$ cat src/rtl/mem_stage_pkg.sv
// Shared RV32I types used by the MEM stage: control word, load/store funct3 codes
// and the data-memory access FSM state.
package mem_stage_pkg;

  typedef enum logic [1:0] {
    IDLE  = 2'd0,
    WAIT  = 2'd1,
    RECOV = 2'd2
  } mem_state_t;

  typedef enum logic [2:0] {
    LB  = 3'b000,
    LH  = 3'b001,
    LW  = 3'b010,
    LBU = 3'b100,
    LHU = 3'b101
  } load_funct3_t;

  typedef enum logic [2:0] {
    SB = 3'b000,
    SH = 3'b001,
    SW = 3'b010
  } store_funct3_t;

  typedef struct packed {
    logic       reg_write;
    logic       mem_read;
    logic       mem_write;
    logic [2:0] funct3;
  } rv32i_control_word;

endpackage

$ cat src/rtl/mem_stage_if.sv
// Data-cache bus between the MEM stage (master) and the data cache (slave).
interface mem_stage_if #(
  parameter int ADDR_W = 32,
  parameter int DATA_W = 32
);
  logic                  read;
  logic                  write;
  logic [ADDR_W-1:0]     addr;
  logic [DATA_W-1:0]     wdata;
  logic [DATA_W/8-1:0]   mbe;
  logic [DATA_W-1:0]     rdata;
  logic                  resp;

  modport master (output read, write, addr, wdata, mbe, input rdata, resp);
  modport slave  (input read, write, addr, wdata, mbe, output rdata, resp);
endinterface

$ cat src/rtl/mem_stage_align.sv
// Combinational store lane alignment / byte enables, load extraction / extension,
// and misalignment detection for the MEM stage (DATA_W fixed at 32).
module mem_align
  import mem_stage_pkg::*;
#(
  parameter int DATA_W = 32
) (
  input  logic [2:0]        funct3,
  input  logic [1:0]        a,
  input  logic [DATA_W-1:0] rs2,
  input  logic [DATA_W-1:0] rdata,
  output logic [3:0]        mbe,
  output logic [DATA_W-1:0] wdata,
  output logic [DATA_W-1:0] ext_rdata,
  output logic              misaligned
);

  function automatic logic signed [DATA_W-1:0] sext8(input logic signed [7:0] b);
    return DATA_W'(b);
  endfunction

  function automatic logic signed [DATA_W-1:0] sext16(input logic signed [15:0] h);
    return DATA_W'(h);
  endfunction

  logic [4:0]  shamt;
  logic [7:0]  byte_sel;
  logic [15:0] half_sel;

  assign shamt    = {a, 3'b000};
  assign byte_sel = 8'(rdata >> shamt);
  assign half_sel = a[1] ? rdata[31:16] : rdata[15:0];
  assign wdata    = rs2 << shamt;

  // halfword codes share funct3[1:0]=01 and word codes 10 across loads and stores
  assign misaligned = ((funct3[1:0] == 2'b01) & a[0]) |
                      ((funct3[1:0] == 2'b10) & (a != 2'b00));

  always_comb begin
    mbe = 4'hF;
    case (funct3)
      SB:      mbe = 4'b0001 << a;
      SH:      mbe = 4'b0011 << a;
      default: mbe = 4'hF;
    endcase
  end

  always_comb begin
    ext_rdata = rdata;
    case (funct3)
      LB:      ext_rdata = sext8(byte_sel);
      LH:      ext_rdata = sext16(half_sel);
      LBU:     ext_rdata = {24'b0, byte_sel};
      LHU:     ext_rdata = {16'b0, half_sel};
      default: ext_rdata = rdata;
    endcase
  end

endmodule

$ cat src/rtl/mem_stage.sv
// RV32I MEM stage: EX/MEM register, data-cache access FSM, MEM/WB register.
// Optional MEM_MISALIGN_TRAP_EN turns misaligned accesses into request-free trapping completions.
module mem_stage
  import mem_stage_pkg::*;
#(
  parameter int ADDR_W = 32,
  parameter int DATA_W = 32
) (
  input  logic              clk,
  input  logic              rst,
  input  logic              ex_valid,
  input  logic [DATA_W-1:0] ex_alu_out,
  input  logic [DATA_W-1:0] ex_rs2_out,
  input  rv32i_control_word ex_ctrl,
  input  logic [4:0]        ex_rd,
  input  logic [DATA_W-1:0] ex_u_imm,
  input  logic [DATA_W-1:0] ex_pc,
  output logic              mem_stall,
  mem_stage_if.master       dmem,
  output logic              wb_valid,
  output rv32i_control_word wb_ctrl,
  output logic [4:0]        wb_rd,
  output logic [DATA_W-1:0] wb_alu_out,
  output logic [DATA_W-1:0] wb_mem_rdata,
  output logic [DATA_W-1:0] wb_u_imm,
  output logic [DATA_W-1:0] wb_pc,
  output logic              wb_misalign
);

  logic              vld_p1;
  logic [DATA_W-1:0] alu_p1, rs2_p1, u_imm_p1, pc_p1;
  rv32i_control_word ctrl_p1;
  logic [4:0]        rd_p1;

  mem_state_t        state, state_nxt;
  logic              access, memop, request, misaligned;
  logic [3:0]        mbe;
  logic [DATA_W-1:0] wdata, ext_rdata;

  mem_align #(.DATA_W(DATA_W)) u_align (
    .funct3     (ctrl_p1.funct3),
    .a          (alu_p1[1:0]),
    .rs2        (rs2_p1),
    .rdata      (dmem.rdata),
    .mbe        (mbe),
    .wdata      (wdata),
    .ext_rdata  (ext_rdata),
    .misaligned (misaligned)
  );

  assign access = vld_p1 & (ctrl_p1.mem_read | ctrl_p1.mem_write);
`ifdef MEM_MISALIGN_TRAP_EN
  assign memop = access & ~misaligned;
`else
  assign memop = access;
  logic unused_misaligned;
  assign unused_misaligned = misaligned;
`endif

  // ---- EX/MEM boundary ----
  always_ff @(posedge clk or negedge rst) begin
    if (!rst) begin
      vld_p1   <= 1'b0;
      alu_p1   <= '0;
      rs2_p1   <= '0;
      ctrl_p1  <= '0;
      rd_p1    <= '0;
      u_imm_p1 <= '0;
      pc_p1    <= '0;
    end else if (!mem_stall) begin
      vld_p1   <= ex_valid;
      alu_p1   <= ex_alu_out;
      rs2_p1   <= ex_rs2_out;
      ctrl_p1  <= ex_ctrl;
      rd_p1    <= ex_rd;
      u_imm_p1 <= ex_u_imm;
      pc_p1    <= ex_pc;
    end
  end

  always_ff @(posedge clk or negedge rst) begin
    if (!rst) state <= IDLE;
    else      state <= state_nxt;
  end

  always_comb begin
    state_nxt = state;
    case (state)
      IDLE:    if (memop & dmem.resp) state_nxt = RECOV;
               else if (memop)        state_nxt = WAIT;
      WAIT:    if (memop & dmem.resp) state_nxt = RECOV;
      RECOV:   state_nxt = IDLE;
      default: state_nxt = IDLE;
    endcase
  end

  // RECOV drops the request for one cycle; a queued memop stalls through it
  always_comb begin
    request   = 1'b0;
    mem_stall = 1'b0;
    case (state)
      IDLE, WAIT: begin
        request   = memop;
        mem_stall = memop & ~dmem.resp;
      end
      RECOV:   mem_stall = memop;
      default: ;
    endcase
  end

  assign dmem.read  = request & ctrl_p1.mem_read;
  assign dmem.write = request & ctrl_p1.mem_write & ~ctrl_p1.mem_read;
  assign dmem.addr  = {alu_p1[ADDR_W-1:2], 2'b00};
  assign dmem.wdata = wdata;
  assign dmem.mbe   = dmem.write ? mbe : 4'b0000;

  // ---- MEM/WB boundary ----
  always_ff @(posedge clk or negedge rst) begin
    if (!rst) begin
      wb_valid     <= 1'b0;
      wb_ctrl      <= '0;
      wb_rd        <= '0;
      wb_alu_out   <= '0;
      wb_mem_rdata <= '0;
      wb_u_imm     <= '0;
      wb_pc        <= '0;
    end else if (mem_stall) begin
      wb_valid     <= 1'b0;
    end else begin
      wb_valid     <= vld_p1;
      wb_ctrl      <= ctrl_p1;
      wb_rd        <= rd_p1;
      wb_alu_out   <= alu_p1;
      wb_mem_rdata <= (memop & ctrl_p1.mem_read) ? ext_rdata : '0;
      wb_u_imm     <= u_imm_p1;
      wb_pc        <= pc_p1;
    end
  end

`ifdef MEM_MISALIGN_TRAP_EN
  always_ff @(posedge clk or negedge rst) begin
    if (!rst)            wb_misalign <= 1'b0;
    else if (mem_stall)  wb_misalign <= 1'b0;
    else                 wb_misalign <= access & misaligned;
  end
`else
  assign wb_misalign = 1'b0;
`endif

endmodule

$ cat src/flat_wrapper.sv
// flat-port wrapper written by rule: the top's interface ports become plain ports
module mem_stage_flat import mem_stage_pkg::*;
#(
  parameter int ADDR_W = 32,
  parameter int DATA_W = 32
)
  (clk, rst, ex_valid, ex_alu_out, ex_rs2_out, ex_ctrl, ex_rd, ex_u_imm, ex_pc, mem_stall, wb_valid, wb_ctrl, wb_rd, wb_alu_out, wb_mem_rdata, wb_u_imm, wb_pc, wb_misalign, dmem_read, dmem_write, dmem_addr, dmem_wdata, dmem_mbe, dmem_rdata, dmem_resp);
  mem_stage_if #(.ADDR_W(ADDR_W), .DATA_W(DATA_W)) dmem_i ();
  input  logic clk;
  input  logic rst;
  input  logic ex_valid;
  input  logic [DATA_W-1:0] ex_alu_out;
  input  logic [DATA_W-1:0] ex_rs2_out;
  input  rv32i_control_word ex_ctrl;
  input  logic [4:0] ex_rd;
  input  logic [DATA_W-1:0] ex_u_imm;
  input  logic [DATA_W-1:0] ex_pc;
  output logic mem_stall;
  output logic wb_valid;
  output rv32i_control_word wb_ctrl;
  output logic [4:0] wb_rd;
  output logic [DATA_W-1:0] wb_alu_out;
  output logic [DATA_W-1:0] wb_mem_rdata;
  output logic [DATA_W-1:0] wb_u_imm;
  output logic [DATA_W-1:0] wb_pc;
  output logic wb_misalign;
  output wire logic [$bits(dmem_i.read)-1:0] dmem_read;
  output wire logic [$bits(dmem_i.write)-1:0] dmem_write;
  output wire logic [$bits(dmem_i.addr)-1:0] dmem_addr;
  output wire logic [$bits(dmem_i.wdata)-1:0] dmem_wdata;
  output wire logic [$bits(dmem_i.mbe)-1:0] dmem_mbe;
  input wire logic [$bits(dmem_i.rdata)-1:0] dmem_rdata;
  input wire logic [$bits(dmem_i.resp)-1:0] dmem_resp;
  assign dmem_read = dmem_i.read;
  assign dmem_write = dmem_i.write;
  assign dmem_addr = dmem_i.addr;
  assign dmem_wdata = dmem_i.wdata;
  assign dmem_mbe = dmem_i.mbe;
  assign dmem_i.rdata = dmem_rdata;
  assign dmem_i.resp = dmem_resp;
  mem_stage #(.ADDR_W(ADDR_W), .DATA_W(DATA_W)) u_core (.clk(clk), .rst(rst), .ex_valid(ex_valid), .ex_alu_out(ex_alu_out), .ex_rs2_out(ex_rs2_out), .ex_ctrl(ex_ctrl), .ex_rd(ex_rd), .ex_u_imm(ex_u_imm), .ex_pc(ex_pc), .mem_stall(mem_stall), .dmem(dmem_i), .wb_valid(wb_valid), .wb_ctrl(wb_ctrl), .wb_rd(wb_rd), .wb_alu_out(wb_alu_out), .wb_mem_rdata(wb_mem_rdata), .wb_u_imm(wb_u_imm), .wb_pc(wb_pc), .wb_misalign(wb_misalign));
endmodule
$ cat config.mk
export PLATFORM = sky130hd
export DESIGN_NAME = mem_stage_flat
export DESIGN_NICKNAME = d
export VERILOG_FILES = /design/src/rtl/mem_stage_pkg.sv /design/src/rtl/mem_stage_if.sv /design/src/rtl/mem_stage_align.sv /design/src/rtl/mem_stage.sv /design/src/flat_wrapper.sv
export SDC_FILE = /design/constraint.sdc
export NUM_CORES = 1
export LEC_CHECK = 0
export ABC_AREA = 1
export BUFFER_PORTS_ARGS = -buffer_cell sky130_fd_sc_hd__buf_2
export CAP_MARGIN = 10
export CORE_MARGIN = 5
export CORE_UTILIZATION = 30
export DETAILED_ROUTE_END_ITERATION = 7
export PLACE_DENSITY = 0.62
export SYNTH_ARGS = -nofsm -noshare
export SYNTH_HDL_FRONTEND = slang
export SYNTH_SLANG_ARGS = --single-unit
$ cat constraint.sdc
create_clock -name clk -period 1.4 [get_ports clk]
set_input_delay 0.28 -clock clk [delete_from_list [all_inputs] [get_ports clk]]
set_output_delay 0.28 -clock clk [all_outputs]
set_load 0.01 [all_outputs]
==> impl_results.md, run 1 <==
- Worst r2r dst: u_core.wb_alu_out[9]
- Fin nets: 2,265
- Hold wc startpoint: dmem_rdata[16]
- Number of antenna violations at the first check in global routing: 1
- Failing checks: setup timing
- Dominant combinational cell family by area after synthesis: simple AND/OR/NAND/NOR gates
- Number of hold violations in the final report: 0
- Pin count of the biggest net entering global routing: 106
- Total of warnings raised by yosys: 0
- Source of the critical timing path: u_core.alu_p1[1]
- Result of the run: finished with violations
- Number of top-level pins: 387
- Share of the synthesized area in the top cell type: 0.5892
- Worst flop-to-flop path startpoint: u_core.state[1]
- Clock network latency to the later pin of the worst-skew pair: 580 ps
- Average wire per standard cell: 19.97 um
- X dimension of the die: 209.8 um
- GR Util met2: 0.2746
- HP Class: in -> reg
- Max Root-Sink Buffers: 3
- Number of flops mapped to enable cells by yosys: 0
- Reg2reg path depth: 10
- DRC violation count after routing: 0
- Fraction of synthesis flops using an asynchronous set or reset pin: 1.000
- Antenna Cells: 0
- Via count: 12,760
- Leading cell types by total area after synthesis: sky130_fd_sc_hd__dfrtp_1 (59%), sky130_fd_sc_hd__nand2_1 (21%), sky130_fd_sc_hd__o21ai_0 (5.7%)
- Startpoint-to-endpoint class of the critical path: reg -> out
- Number of logic stages on the critical path including buffering: 5
- Core region area: 0.03964 mm2
- Power Dens Cells: 1493 mW/mm2
- Share of the synthesized netlist area taken by xor and xnor gates: 0
- Flop and latch count out of synthesis: 282
- Number of DRC markers in iteration 0: 834
- Placed wire-length estimate after detailed placement: 26.82 mm
- Multiplexer area fraction after synthesis: 0
- Residual overflow from global routing: 0
- Share of cells above drive strength 1: 0.5388
- Initial cell density of the core: 0.3021
- Pre-Repair DR Iteration Count: 5
- Achievable clock frequency: 477.7 MHz
- Period utilization: 1.495
- Met1 Resource Use GR: 0.2131
- Most frequent cells in the layout: sky130_fd_sc_hd__buf_2 (362), sky130_fd_sc_hd__nand2_1 (312), sky130_fd_sc_hd__dfrtp_1 (277), sky130_fd_sc_hd__nand2_2 (222), sky130_fd_sc_hd__nand2_4 (147)
- Total wire length after detailed routing: 52.71 mm
- Cell family with most CP delay: flip-flops
- IR drop worst, VDD: 1.341 mV
- Number of antenna-violating nets in the routed design: 0
- Number of standard cells after synthesis: 1,429
- Adder and majority gate portion of the synthesized area: 0
- Final Util: 0.5566
- Buffer and inverter count on the worst path: 2
- Via density: 4.835
- Area growth from synthesis to layout: 84.24%
- Worst setup margin: -693.3 ps
- CP endpoint kind: output pin
- Sequential area share after synthesis: 0.5892
- Sum of negative setup slack: -133,280 ps
- Termination of the worst setup path: dmem_wdata[24]
- Required time worst endpoint: 1120 ps
- Most frequent cell on the critical path: sky130_fd_sc_hd__buf_4
- First-pass GRT wire length: 60.21 mm
- Setup repair after global routing missed its margin: true
- Leakage: 11.54 nW
- Critical path, cell by cell: nor2_4 > buf_4 > a22oi_2 > o21ai_1 > buf_4
- GRT Overall Usage: 0.1650
- Worst-path clk slew: 60 ps
- Number of violations of the max-capacitance limit: 0
- Min Tclk post-route: 2093 ps
- Critical-path maximum fanout: 6
- Share of synthesized cell area in and, or, nand and nor gates: 0.2548
- Type of element launching the critical path: register
- GR Layer Usage met3: 0.04544
- Total number of clock tree sinks: 282
- Count of different cell masters after synthesis: 25
- Maximum level of the CTS H-tree: 1
- Critical Path AT: 1810 ps
- Largest area contributor in the netlist: sky130_fd_sc_hd__dfrtp_1
- Most congested layer reported by global routing: met2
- Number of input and output port buffers inserted: 383
- TritonCTS clock tree: done
- Number of pins with negative max-slew slack in the final report: 0
- Via count of the first global-routing pass: 11,420
- Synthesized area divided by synthesized cell count: 8.381 um2
- Flip-flop cell with the highest count after synthesis: sky130_fd_sc_hd__dfrtp_1
- Die span in y: 209.8 um
- Synthesized-area fraction occupied by ao, oa, aoi and oai cells: 0.07397
- Cell at the root of the clock tree: sky130_fd_sc_hd__clkbuf_16
- Placement row count: 73
- Final estimated routing congestion in global placement: 0.8763
- Most common cell after layout, fill and taps aside: sky130_fd_sc_hd__buf_2
- Register-to-Register Setup Slack: -500 ps
- Setup clock skew after layout: 23.48 ps
- Die footprint: 0.04402 mm2
- CP max stage cell: sky130_fd_sc_hd__dfrtp_2
- Cell area after synthesis: 0.01198 mm2
- Cts bufs inserted: 31
- Setup-failing EPs final: 395
- Stage delay of the slowest cell on the critical path: 460 ps
[worst min-delay path, cell delays in order]
cell and delay, ps:
sky130_fd_sc_hd__buf_2 90, sky130_fd_sc_hd__or2_2 90, sky130_fd_sc_hd__nand3_1 70, sky130_fd_sc_hd__nand2_1 60
[kinds of logic (layout without fill, tap and decap cells)]
family	Yosys count	count (layout)
other	1	3
buffers and inverters	193	875
and+or+nand+nor	788	789
AOI/OAI and AO/OA	165	165
DFF	282	282
[metrics by stage]
| stage | power (mW) | instances | setup slack, ps | hold WS, ps | cell area (um2) |
|---|---|---|---|---|---|
| 2_1_floorplan | 14.90 | 1431 | -28.87 | -15.59 | 12040 |
| 3_3_place_gp | 18.15 | 2310 | -164.2 | 153.4 | 14770 |
| 3_5_place_dp | 18.30 | 2310 | -185.9 | 156.0 | 14770 |
| 4_1_cts | 27.58 | 2510 | -677.2 | 9.026 | 17470 |
| 5_1_grt | 34.36 | 2639 | -758.3 | 43.71 | 22060 |
| 6_report | 32.93 | 2639 | -693.3 | 51.28 | 22060 |
[flip-flops by register name (all words and copies together), names as in the netlist]
register / count
u_core.wb_u_imm: 32
u_core.u_imm_p1: 32
u_core.wb_mem_rdata: 32
u_core.rd_p1: 5
u_core.wb_alu_out: 32
u_core.rs2_p1: 32
u_core.pc_p1: 32
u_core.wb_valid: 1
u_core.wb_pc: 32
u_core.vld_p1: 1
u_core.ctrl_p1: 6
u_core.wb_ctrl: 6
u_core.state: 2
u_core.wb_rd: 5
u_core.alu_p1: 32
[worst min-delay path by stage]
| stage | cells after the start | slack (ps) | to |
|---|---|---|---|
| 2_1_floorplan | 0 | -20 | u_core.alu_p1[0] |
| 3_3_place_gp | 1 | 150 | u_core.wb_pc[8] |
| 3_5_place_dp | 1 | 160 | u_core.wb_pc[8] |
| 4_1_cts | 3 | 9 | u_core.state[0] |
| 5_1_grt | 4 | 40 | u_core.wb_mem_rdata[17] |
| 6_report | 4 | 50 | u_core.wb_mem_rdata[16] |
[final cells by class]
cell class | count | area (um2)
Fill cell | 3181 | 17580
Sequential cell | 282 | 7063
Timing Repair Buffer | 731 | 6830
Multi-Input combinational cell | 957 | 6031
Clock buffer | 45 | 918.4
Tap cell | 525 | 656.9
Inverter | 86 | 381.6
Clock inverter | 12 | 172.7
Timing Repair inverter | 1 | 11.26
[report_power, final]
part	total [mW]	switching, mW	internal, mW	leakage [nW]
Combinational	12.9	6.81	6.07	7.58
Clock	8.69	3.43	5.27	0.534
Sequential	11.4	1.47	9.89	3.42
[what timing repair did]
item                                    CTS  global route
gates resized for setup                  56           836
hold buffers                            140             1
hold endpoints to repair                394             1
buffers inserted                          2            54
pin swaps                                 4           123
cloned                                    1            81
endpoints found under the setup margin  406           474
[layer usage]
layer  vias to the layer above  routed length (um)  share of wire
met2                       577               26480           0.50
li1                       5745                   -              -
met4                         2                1674          0.032
met3                       116                3680          0.070
met1                      6319               20870           0.40
met5                         -                  13        0.00025
[Yosys cell counts, types with 2 or more instances]
cell and n:
sky130_fd_sc_hd__a22oi_1 8, sky130_fd_sc_hd__buf_4 55, sky130_fd_sc_hd__dfrtp_1 282, sky130_fd_sc_hd__inv_1 82, sky130_fd_sc_hd__nor2_2 2, sky130_fd_sc_hd__clkbuf_1 19, sky130_fd_sc_hd__or2_2 16, sky130_fd_sc_hd__o21ai_1 2
sky130_fd_sc_hd__nand2_1 679, sky130_fd_sc_hd__nand3_1 27, sky130_fd_sc_hd__nand2_2 3, sky130_fd_sc_hd__o21ai_0 136, sky130_fd_sc_hd__buf_2 32, sky130_fd_sc_hd__inv_2 3, sky130_fd_sc_hd__o221ai_1 8, sky130_fd_sc_hd__nor2_1 58
sky130_fd_sc_hd__nand4_1 2, sky130_fd_sc_hd__a21oi_1 8
No activity file was read; power rests on OpenSTA's default activity.
==> run 2, diff against run 1 <==
CORE_MARGIN = not set   (was 5)
GPL_TIMING_DRIVEN = 0   (was not set)
==> run 2 against run 1 <==
The run still ends with setup timing left. Die area decreased by 7.5%. First-iteration DRC count down 12%. Worst hold slack better by 38 ps. Critical endpoint is now dmem_wdata[7]. Largest power group is now registers.
==> impl_results.md, run 2 (same netlist as run 1, synthesis figures left out) <==
- Result of the run: finished with violations
- Failing checks: setup timing
- X dimension of the die: 201.8 um
- HP Class: in -> reg
- TritonCTS clock tree: done
- Most frequent cells in the layout: sky130_fd_sc_hd__nand2_1 (583), sky130_fd_sc_hd__buf_2 (372), sky130_fd_sc_hd__dfrtp_1 (276), sky130_fd_sc_hd__dlygate4sd3_1 (141), sky130_fd_sc_hd__inv_1 (70)
- Leakage: 10.44 nW
- Setup-failing EPs final: 338
- Number of hold violations in the final report: 0
- Sum of negative setup slack: -55,820 ps
- Number of input and output port buffers inserted: 383
- Startpoint-to-endpoint class of the critical path: reg -> out
- Clock network latency to the later pin of the worst-skew pair: 530 ps
- Critical-path maximum fanout: 5
- Die span in y: 201.8 um
- Number of violations of the max-capacitance limit: 0
- Achievable clock frequency: 461.0 MHz
- Slew margin rel.: 0.5859
- Number of DRC markers in iteration 0: 730
- Number of antenna violations at the first check in global routing: 1
- Pre-Repair DR Iteration Count: 5
- Cts bufs inserted: 35
- Worst setup margin: -769.4 ps
- Placement row count: 72
- Antenna Cells: 0
- Residual overflow from global routing: 0
- Type of element launching the critical path: register
- Pin count of the biggest net entering global routing: 110
- Via density: 4.662
- Required time worst endpoint: 1120 ps
- Critical Path AT: 1890 ps
- DRC violation count after routing: 0
- Final Util: 0.5073
- Number of top-level pins: 387
- Period utilization: 1.550
- Setup clock skew after layout: 11.76 ps
- Maximum level of the CTS H-tree: 2
- Initial cell density of the core: 0.3070
- Number of pins with negative max-slew slack in the final report: 0
- First-pass GRT wire length: 66.05 mm
- Min Tclk post-route: 2169 ps
- IR drop worst, VDD: 1.085 mV
- Die footprint: 0.04073 mm2
- CP endpoint kind: output pin
- Number of antenna-violating nets in the routed design: 0
- GRT Overall Usage: 0.2063
- Sequential cell area in the final layout: 0.007064 mm2
- Total wire length after detailed routing: 45.90 mm
- Most common cell after layout, fill and taps aside: sky130_fd_sc_hd__nand2_1
- Number of filler cells placed in the layout: 3,487
- Max Root-Sink Buffers: 3
- Via count of the first global-routing pass: 11,870
- Average wire per standard cell: 17.65 um
- Worst-path clk slew: 60 ps
- Power Dens Cells: 1576 mW/mm2
- Core region area: 0.03901 mm2
- Area of combinational cells with multiple inputs: 0.004743 mm2
- Share of cells above drive strength 1: 0.3919
- Area growth from synthesis to layout: 65.23%
- Placed wire-length estimate after detailed placement: 29.43 mm
- Cell at the root of the clock tree: sky130_fd_sc_hd__clkbuf_16
- Via count: 12,120
- Fin nets: 2,232
- Final estimated routing congestion in global placement: 0.8917
- Pin slew with the least headroom to its limit: 621.1 ps
- Post-placement worst setup slack: -614.2 ps
- Total number of clock tree sinks: 282
- Setup repair after global routing missed its margin: true
## run 2: cell types whose count changed in the layout (fill, tap and decap cells not counted), moves of 10 or more
| cell | delta |
|---|---|
| sky130_fd_sc_hd__buf_12 | -20 |
| sky130_fd_sc_hd__buf_2 | +10 |
| sky130_fd_sc_hd__clkbuf_16 | -19 |
| sky130_fd_sc_hd__nand2_1 | +271 |
| sky130_fd_sc_hd__nand2_2 | -161 |
| sky130_fd_sc_hd__nand2_4 | -111 |
| sky130_fd_sc_hd__o21ai_0 | +43 |
| sky130_fd_sc_hd__o21ai_1 | -18 |
| sky130_fd_sc_hd__o21ai_2 | -25 |
## run 2: layout make-up
cell class	count	share of cell area
inverter	86	0.01770
buffer	107	0.06259
clock buffer	46	0.05153
multi-input combinational	956	0.2397
sequential	282	0.3570
clock inverter	16	0.01100
timing repair inverter	1	0.0004426
tap	518	0.03275
timing repair buffer	588	0.2273
## run 2: what timing repair did
| action | CTS | global route |
|---|---|---|
| hold buffers | 141 | 0 |
| pin swaps | 11 | 39 |
| setup buffers | 13 | 25 |
| resized for setup | 142 | 376 |
| endpoints found under the setup margin | 350 | 511 |
| gates cloned | 0 | 27 |
| endpoints found under the hold margin | 206 | 0 |
## run 2: worst max-delay path, cell delays in order, from the launching register on
cell and delay [ps]:
sky130_fd_sc_hd__dfrtp_2 430, sky130_fd_sc_hd__buf_6 140, sky130_fd_sc_hd__nor2_4 200, sky130_fd_sc_hd__clkinv_4 150
sky130_fd_sc_hd__buf_12 160, sky130_fd_sc_hd__nor2_1 110, sky130_fd_sc_hd__buf_2 170
## run 2: metal layers
layer,GRT usage,wire [um],up-vias,part of all wire
li1,-,-,5672,-
met1,0.2692,19380,5854,0.42
met2,0.3375,22230,509,0.48
met3,0.04934,3065,85,0.067
met4,0.06358,1213,2,0.026
met5,0,8,-,0.00017
## run 2: metrics by stage
step	hold WS, ps	power [mW]	instances	cell area [um2]
6_report	89.51	31.19	2600	19790
5_1_grt	98.73	32.77	2600	19790
4_1_cts	36.28	29.19	2550	17850
3_5_place_dp	285.9	18.40	2334	14670
3_3_place_gp	448.3	18.24	2332	14610
2_1_floorplan	-15.59	14.90	1431	12040
## run 2: worst paths after layout
| check | cells after the start | slack, ps | from | end |
|---|---|---|---|---|
| min in group asynchronous | 2 | 320 | rst | u_core.wb_alu_out[6] |
| min reg2reg | 2 | 470 | u_core.u_imm_p1[24] | u_core.u_imm_p1[24] |
| max | 6 | -770 | u_core.alu_p1[0] | dmem_wdata[7] |
| min | 4 | 90 | dmem_rdata[18] | u_core.wb_mem_rdata[18] |
| max reg2reg | 8 | -210 | u_core.ctrl_p1[3] | u_core.wb_alu_out[6] |
| max in group asynchronous | 3 | 100 | rst | u_core.pc_p1[20] |
## run 2: power by group
part           total (mW)  switching, mW  internal [mW]
clock network        9.75           3.69           6.06
logic                10.5           5.79           4.73
registers            10.9           1.04           9.89
